File: config.mk
export PLATFORM = sky130hd
export DESIGN_NAME = uart_rx
export DESIGN_NICKNAME = d
export VERILOG_FILES = /design/src/rtl/uart_rx.sv
export SDC_FILE = /design/constraint.sdc
export NUM_CORES = 1
export LEC_CHECK = 0
export BUFFER_PORTS_ARGS = -buffer_cell sky130_fd_sc_hd__buf_2
export CAP_MARGIN = 20
export CORE_UTILIZATION = 55
export CTS_CLUSTER_SIZE = 24
export DETAILED_ROUTE_END_ITERATION = 8
export HOLD_SLACK_MARGIN = 0.12
export PLACE_DENSITY = 0.78
export SYNTH_ARGS = -nofsm -noshare
export SYNTH_HDL_FRONTEND = slang
export SYNTH_SLANG_ARGS = --single-unit
File: constraint.sdc
create_clock -name clk -period 2.63 [get_ports clk]
set_input_delay 0.3945 -clock clk [delete_from_list [all_inputs] [get_ports clk]]
set_output_delay 0.3945 -clock clk [all_outputs]
set_load 0.03 [all_outputs]
File: src/rtl/uart_rx.sv
// UART receiver: 16x oversampling, mid-bit sampling, false-start rejection, framing/overrun flags.
// Define UART_RX_PARITY_EN to expect one even-parity bit after the data bits.
module uart_rx #(
    parameter int unsigned CLK_FREQ  = 50_000_000,
    parameter int unsigned BAUD_RATE = 9600,
    parameter int unsigned DATA_BITS = 9
) (
    input  logic                 clk,
    input  logic                 reset,
    input  logic                 rx_in,
    output logic [DATA_BITS-1:0] rx_data,
    output logic                 rx_valid,
    input  logic                 rx_ready,
    output logic                 rx_busy,
    output logic                 frame_err,
    output logic                 overrun_err,
    output logic                 parity_err
);

    localparam int unsigned TICK_RAW = CLK_FREQ / (BAUD_RATE * 16);
    localparam int unsigned TICK_DIV = (TICK_RAW < 1) ? 1 : TICK_RAW;
    localparam int unsigned TickW    = (TICK_DIV > 1) ? $clog2(TICK_DIV) : 1;
    localparam logic [TickW-1:0] TickLast = TickW'(TICK_DIV - 1);
    localparam logic [4:0]       LastBit  = 5'(DATA_BITS - 1);

    typedef enum logic [2:0] {
        StIdle,
        StStart,
        StData,
        StStop,
        StWaitIdle
`ifdef UART_RX_PARITY_EN
        , StParity
`endif
    } state_e;

    state_e               state_q, state_d;
    logic                 rx_meta_q, rx_s_q;
    logic [TickW-1:0]     tick_cnt_q, tick_cnt_d;
    logic                 tick;
    logic [3:0]           os_cnt_q, os_cnt_d;
    logic [4:0]           bit_cnt_q, bit_cnt_d;
    logic [DATA_BITS-1:0] shift_q, shift_d;
    logic                 done_q, done_d;
    logic [DATA_BITS-1:0] rx_data_q, rx_data_d;
    logic                 rx_valid_q, rx_valid_d;
    logic                 frame_err_q, frame_err_d;
    logic                 overrun_err_q, overrun_err_d;
`ifdef UART_RX_PARITY_EN
    logic                 par_bad_q, par_bad_d;
    logic                 parity_err_q, parity_err_d;
`endif

    assign tick = (tick_cnt_q == TickLast);

    always_comb begin
        state_d       = state_q;
        tick_cnt_d    = tick ? '0 : tick_cnt_q + TickW'(1);
        os_cnt_d      = os_cnt_q;
        bit_cnt_d     = bit_cnt_q;
        shift_d       = shift_q;
        done_d        = 1'b0;
        rx_data_d     = rx_data_q;
        rx_valid_d    = rx_valid_q;
        frame_err_d   = 1'b0;
        overrun_err_d = 1'b0;
`ifdef UART_RX_PARITY_EN
        par_bad_d     = par_bad_q;
        parity_err_d  = 1'b0;
`endif

        case (state_q)
            StIdle: begin
                if (!rx_s_q) begin
                    // Restart the tick phase so sampling lines up with the falling edge.
                    state_d    = StStart;
                    tick_cnt_d = '0;
                    os_cnt_d   = '0;
                    bit_cnt_d  = '0;
                end
            end
            StStart: begin
                if (tick) begin
                    if (os_cnt_q == 4'd7) begin
                        os_cnt_d = '0;
                        state_d  = rx_s_q ? StIdle : StData;
                    end else begin
                        os_cnt_d = os_cnt_q + 4'd1;
                    end
                end
            end
            StData: begin
                if (tick) begin
                    os_cnt_d = os_cnt_q + 4'd1;
                    if (os_cnt_q == 4'd15) begin
                        shift_d                = shift_q >> 1;
                        shift_d[DATA_BITS-1]   = rx_s_q;
                        if (bit_cnt_q == LastBit) begin
                            bit_cnt_d = '0;
`ifdef UART_RX_PARITY_EN
                            state_d   = StParity;
`else
                            state_d   = StStop;
`endif
                        end else begin
                            bit_cnt_d = bit_cnt_q + 5'd1;
                        end
                    end
                end
            end
`ifdef UART_RX_PARITY_EN
            StParity: begin
                if (tick) begin
                    os_cnt_d = os_cnt_q + 4'd1;
                    if (os_cnt_q == 4'd15) begin
                        par_bad_d = ^{rx_s_q, shift_q};
                        state_d   = StStop;
                    end
                end
            end
`endif
            StStop: begin
                if (tick) begin
                    os_cnt_d = os_cnt_q + 4'd1;
                    if (os_cnt_q == 4'd15) begin
                        if (rx_s_q) begin
                            done_d  = 1'b1;
                            state_d = StIdle;
                        end else begin
                            frame_err_d = 1'b1;
                            state_d     = StWaitIdle;
                        end
                    end
                end
            end
            StWaitIdle: begin
                if (rx_s_q) state_d = StIdle;
            end
            default: state_d = StIdle;
        endcase

        if (rx_valid_q && rx_ready) rx_valid_d = 1'b0;

        // Completion runs in IDLE, before the next frame can touch shift_q.
        if (done_q) begin
            if (!rx_valid_q || rx_ready) begin
                rx_data_d  = shift_q;
                rx_valid_d = 1'b1;
            end else begin
                overrun_err_d = 1'b1;
            end
`ifdef UART_RX_PARITY_EN
            parity_err_d = par_bad_q;
`endif
        end
    end

    always_ff @(posedge clk or posedge reset) begin
        if (reset) begin
            rx_meta_q     <= 1'b1;
            rx_s_q        <= 1'b1;
            state_q       <= StIdle;
            tick_cnt_q    <= '0;
            os_cnt_q      <= '0;
            bit_cnt_q     <= '0;
            shift_q       <= '0;
            done_q        <= 1'b0;
            rx_data_q     <= '0;
            rx_valid_q    <= 1'b0;
            frame_err_q   <= 1'b0;
            overrun_err_q <= 1'b0;
`ifdef UART_RX_PARITY_EN
            par_bad_q     <= 1'b0;
            parity_err_q  <= 1'b0;
`endif
        end else begin
            rx_meta_q     <= rx_in;
            rx_s_q        <= rx_meta_q;
            state_q       <= state_d;
            tick_cnt_q    <= tick_cnt_d;
            os_cnt_q      <= os_cnt_d;
            bit_cnt_q     <= bit_cnt_d;
            shift_q       <= shift_d;
            done_q        <= done_d;
            rx_data_q     <= rx_data_d;
            rx_valid_q    <= rx_valid_d;
            frame_err_q   <= frame_err_d;
            overrun_err_q <= overrun_err_d;
`ifdef UART_RX_PARITY_EN
            par_bad_q     <= par_bad_d;
            parity_err_q  <= parity_err_d;
`endif
        end
    end

    assign rx_data     = rx_data_q;
    assign rx_valid    = rx_valid_q;
    assign rx_busy     = (state_q != StIdle);
    assign frame_err   = frame_err_q;
    assign overrun_err = overrun_err_q;
`ifdef UART_RX_PARITY_EN
    assign parity_err  = parity_err_q;
`else
    assign parity_err  = 1'b0;
`endif

endmodule

==> flow_summary.json <==
{
  "gr-total-overflow": 0,
  "antenna_left": 0,
  "grt_usage": 0.2067,
  "dieHeight_um": 63.55,
  "io_pins": 18,
  "vias": 1400,
  "leakage_nw": 1.132,
  "final_cell_mix": "dfrtp_1, mux2_2, nor2_1",
  "dp_hpwl_um": 2740,
  "antenna_found_initial": 0,
  "worstHoldPathType": "in2async",
  "syn_nets": 188,
  "clock_path_buffers": 2,
  "core_area_um2": 3468,
  "fin_tns_setup_ns": 0,
  "timing.fmax_ghz": 0.4949,
  "yosys_warnings": 0,
  "ctsResizeCount": 0,
  "rsz0062_at_grt": "false",
  "nets": 207,
  "slew_viol_final": 0,
  "critical_path_required_ns": 2.81,
  "switching_share": 0.2019,
  "dieWidth_um": 63.55,
  "criticalPathCategory": "reg2reg",
  "p_sw_mw": 0.2488,
  "cp_max_fo": 15,
  "gp_congestion": 0.9347,
  "cts_sinks": 45,
  "cts_made_buffers": 5,
  "cp.arrival_ns": 2.20,
  "syn_inst": 179,
  "gr-usage-met3": 0.04710,
  "p_per_area_nw_per_um2": 534.7,
  "layout_commonest_cell": "dfrtp_1",
  "grt_max_degree": 28,
  "die_area_um2": 4038,
  "syn-cell-area_um2": 2083,
  "hold_buffers": 0,
  "drt-total-wl_um": 3721,
  "ys_ff_latch": 45,
  "seq_area_frac_synth": 0.5417,
  "placedCellCount": 237,
  "multi_input_area_um2": 882.1,
  "grt_pass1_vias": 1447,
  "use_met2": 0.3564,
  "io_buffers": 16,
  "drt_iter0_markers": 70,
  "p_comb_frac": 0.018,
  "std_cell_rows": 21,
  "grt_pass1_wl_um": 6375,
  "cts_root_buffer": "clkbuf_8",
  "p_clk_frac": 0.418,
  "power_frac_seq": 0.564,
  "maxCapViolCount": 0,
  "status": "finished, final reports clean",
  "fill_cells": 291,
  "drive_above_1_share": 0.2663,
  "max_slew.worst_pin.slew_ns": 0.9436,
  "grt_util_met1": 0.2416,
  "ys_types": 42,
  "initial_core_util": 0.6006,
  "clk-insertion-delay-late_ns": 0.29,
  "setup_violations": 0,
  "finClkSkew_ns": 0.006898,
  "relSlewSlack": 0.3671,
  "post_cts_buffers": 0,
  "h-tree-depth": 2,
  "finalHoldViolations": 0,
  "detail_route.vias_per_cell": 5.714,
  "drt_first_pass_iters": 5,
  "areaGrowthSynthToFinish_pct": 10.63,
  "wl_per_cell_um": 15.19,
  "busiest_layer": "met2",
  "ir_drop_v": 0.0002955,
  "fin_cells": 245,
  "cts_tree": "yes",
  "finalCriticalPeriod_ns": 2.021,
  "fin_crit_sh": 0.7683,
  "placed_cell_area_um2": 2193,
  "critPathLaunchType": "flop",
  "seq_area_um2": 1129,
  "p_int_mw": 0.9836,
  "drc": 0,
  "clk_pin_slew_worst_paths_ns": 0.08,
  "diodes": 0,
  "fin_area_um2": 2305,
  "end_kind": "flop",
  "synth_area_per_cell_um2": 11.64
}
-- power by group through the flow --
stage	Clock [mW]	Combinational, mW	Sequential, mW
floorplan	0	0.0167	0.709
global placement	0	0.0220	0.709
detailed placement	0	0.0232	0.709
CTS	0.521	0.0232	0.696
global route	0.551	0.0257	0.696
finish	0.515	0.0221	0.696
-- cells in the mapped netlist (all sizes together) --
cell type,n,area (µm²)
dfstp,2,52.55
o31ai,3,27.52
dfrtp,43,1076
and3,2,12.51
ha,5,62.56
xor2,6,52.55
conb,1,3.750
a21oi,2,10.01
a211o,1,8.760
xnor2,2,17.52
or4,1,7.510
nand4,3,18.77
a41oi,2,25.03
clkbuf,2,7.510
nor2,19,71.32
mux2,21,236.5
o41ai,3,26.28
and4,1,8.760
nand3b,1,7.510
a32o,1,10.01
o21ai,3,15.01
a22o,1,8.760
or3b,1,8.760
nor3b,1,12.51
and4bb,2,25.02
nand3,9,45.04
and2,2,12.51
nor4b,1,8.760
or3,1,6.260
nor4bb,1,10.01
nor2b,4,25.02
inv,8,30.03
nor3,4,20.02
nand2b,2,12.51
buf,4,35.03
o311a,1,10.01
mux2i,1,10.01
nand2,12,45.04
-- per-layer routing --
layer | vias up | share of wire
met5 | - | 0
met4 | 0 | 0.017
met3 | 10 | 0.033
met2 | 37 | 0.52
met1 | 686 | 0.43
li1 | 667 | -
-- worst max-delay path: stages (launching register included) --
cell	delay (ns)
dfrtp_1	0.56
or3b_1	0.57
nor3b_2	0.21
buf_4	0.21
mux2_2	0.36
-- registers in the layout, indices dropped and copies added, names as in the netlist --
| name | cells |
|---|---|
| tick_cnt_q | 9 |
| rx_meta_q | 1 |
| overrun_err | 1 |
| shift_q | 9 |
| rx_s_q | 1 |
| rx_valid | 1 |
| frame_err | 1 |
| rx_data | 9 |
| done_q | 1 |
| os_cnt_q | 4 |
| state_q | 3 |
| bit_cnt_q | 5 |
-- per-stage QoR --
stage / power (mW) / utilization / hold WS, ns / setup WS, ns
2_1_floorplan: 0.7255 / - / 0.3452 / 0.8609
3_3_place_gp: 0.7311 / 0.6324 / 0.3465 / 0.6839
3_5_place_dp: 0.7325 / 0.6324 / 0.3487 / 0.6412
4_1_cts: 1.240 / 0.6645 / 0.1828 / 0.6191
5_1_grt: 1.273 / 0.6645 / 0.1818 / 0.5281
6_report: 1.232 / 0.6645 / 0.1832 / 0.6093
-- layout make-up --
class | count | share of cell area
clock buffer | 6 | 0.03149
clock inverter | 2 | 0.01683
inverter | 8 | 0.01303
multi-input combinational | 120 | 0.3827
sequential | 45 | 0.4897
tap | 46 | 0.02497
timing repair buffer | 18 | 0.04126
-- cell families (layout without fill, tap and decap cells) --
group,count (synthesis),after routing,share of synthesized area
multiplexers,22,22,0.1183
XOR/XNOR,8,8,0.03363
AO/OA/AOI/OAI,17,17,0.06787
adder cells (fa/ha/maj),5,5,0.03003
buffers and inverters,14,34,0.03484
AND/OR/NAND/NOR,67,67,0.1718
flip-flops,45,45,0.5417
other,1,1,0.001800
-- final timing paths --
path	startpoint	to	slack [ns]	cells past startpoint
min reg2reg	rx_meta_q	rx_s_q	0.36	0
min	reset	rx_data[1]	0.18	2
max reg2reg	state_q[2]	shift_q[3]	0.61	4
max	state_q[2]	shift_q[3]	0.61	4
max in group asynchronous	reset	rx_meta_q	1.67	3
min in group clk	rx_in	rx_meta_q	0.19	1
Power figures use the tool's default switching activity.
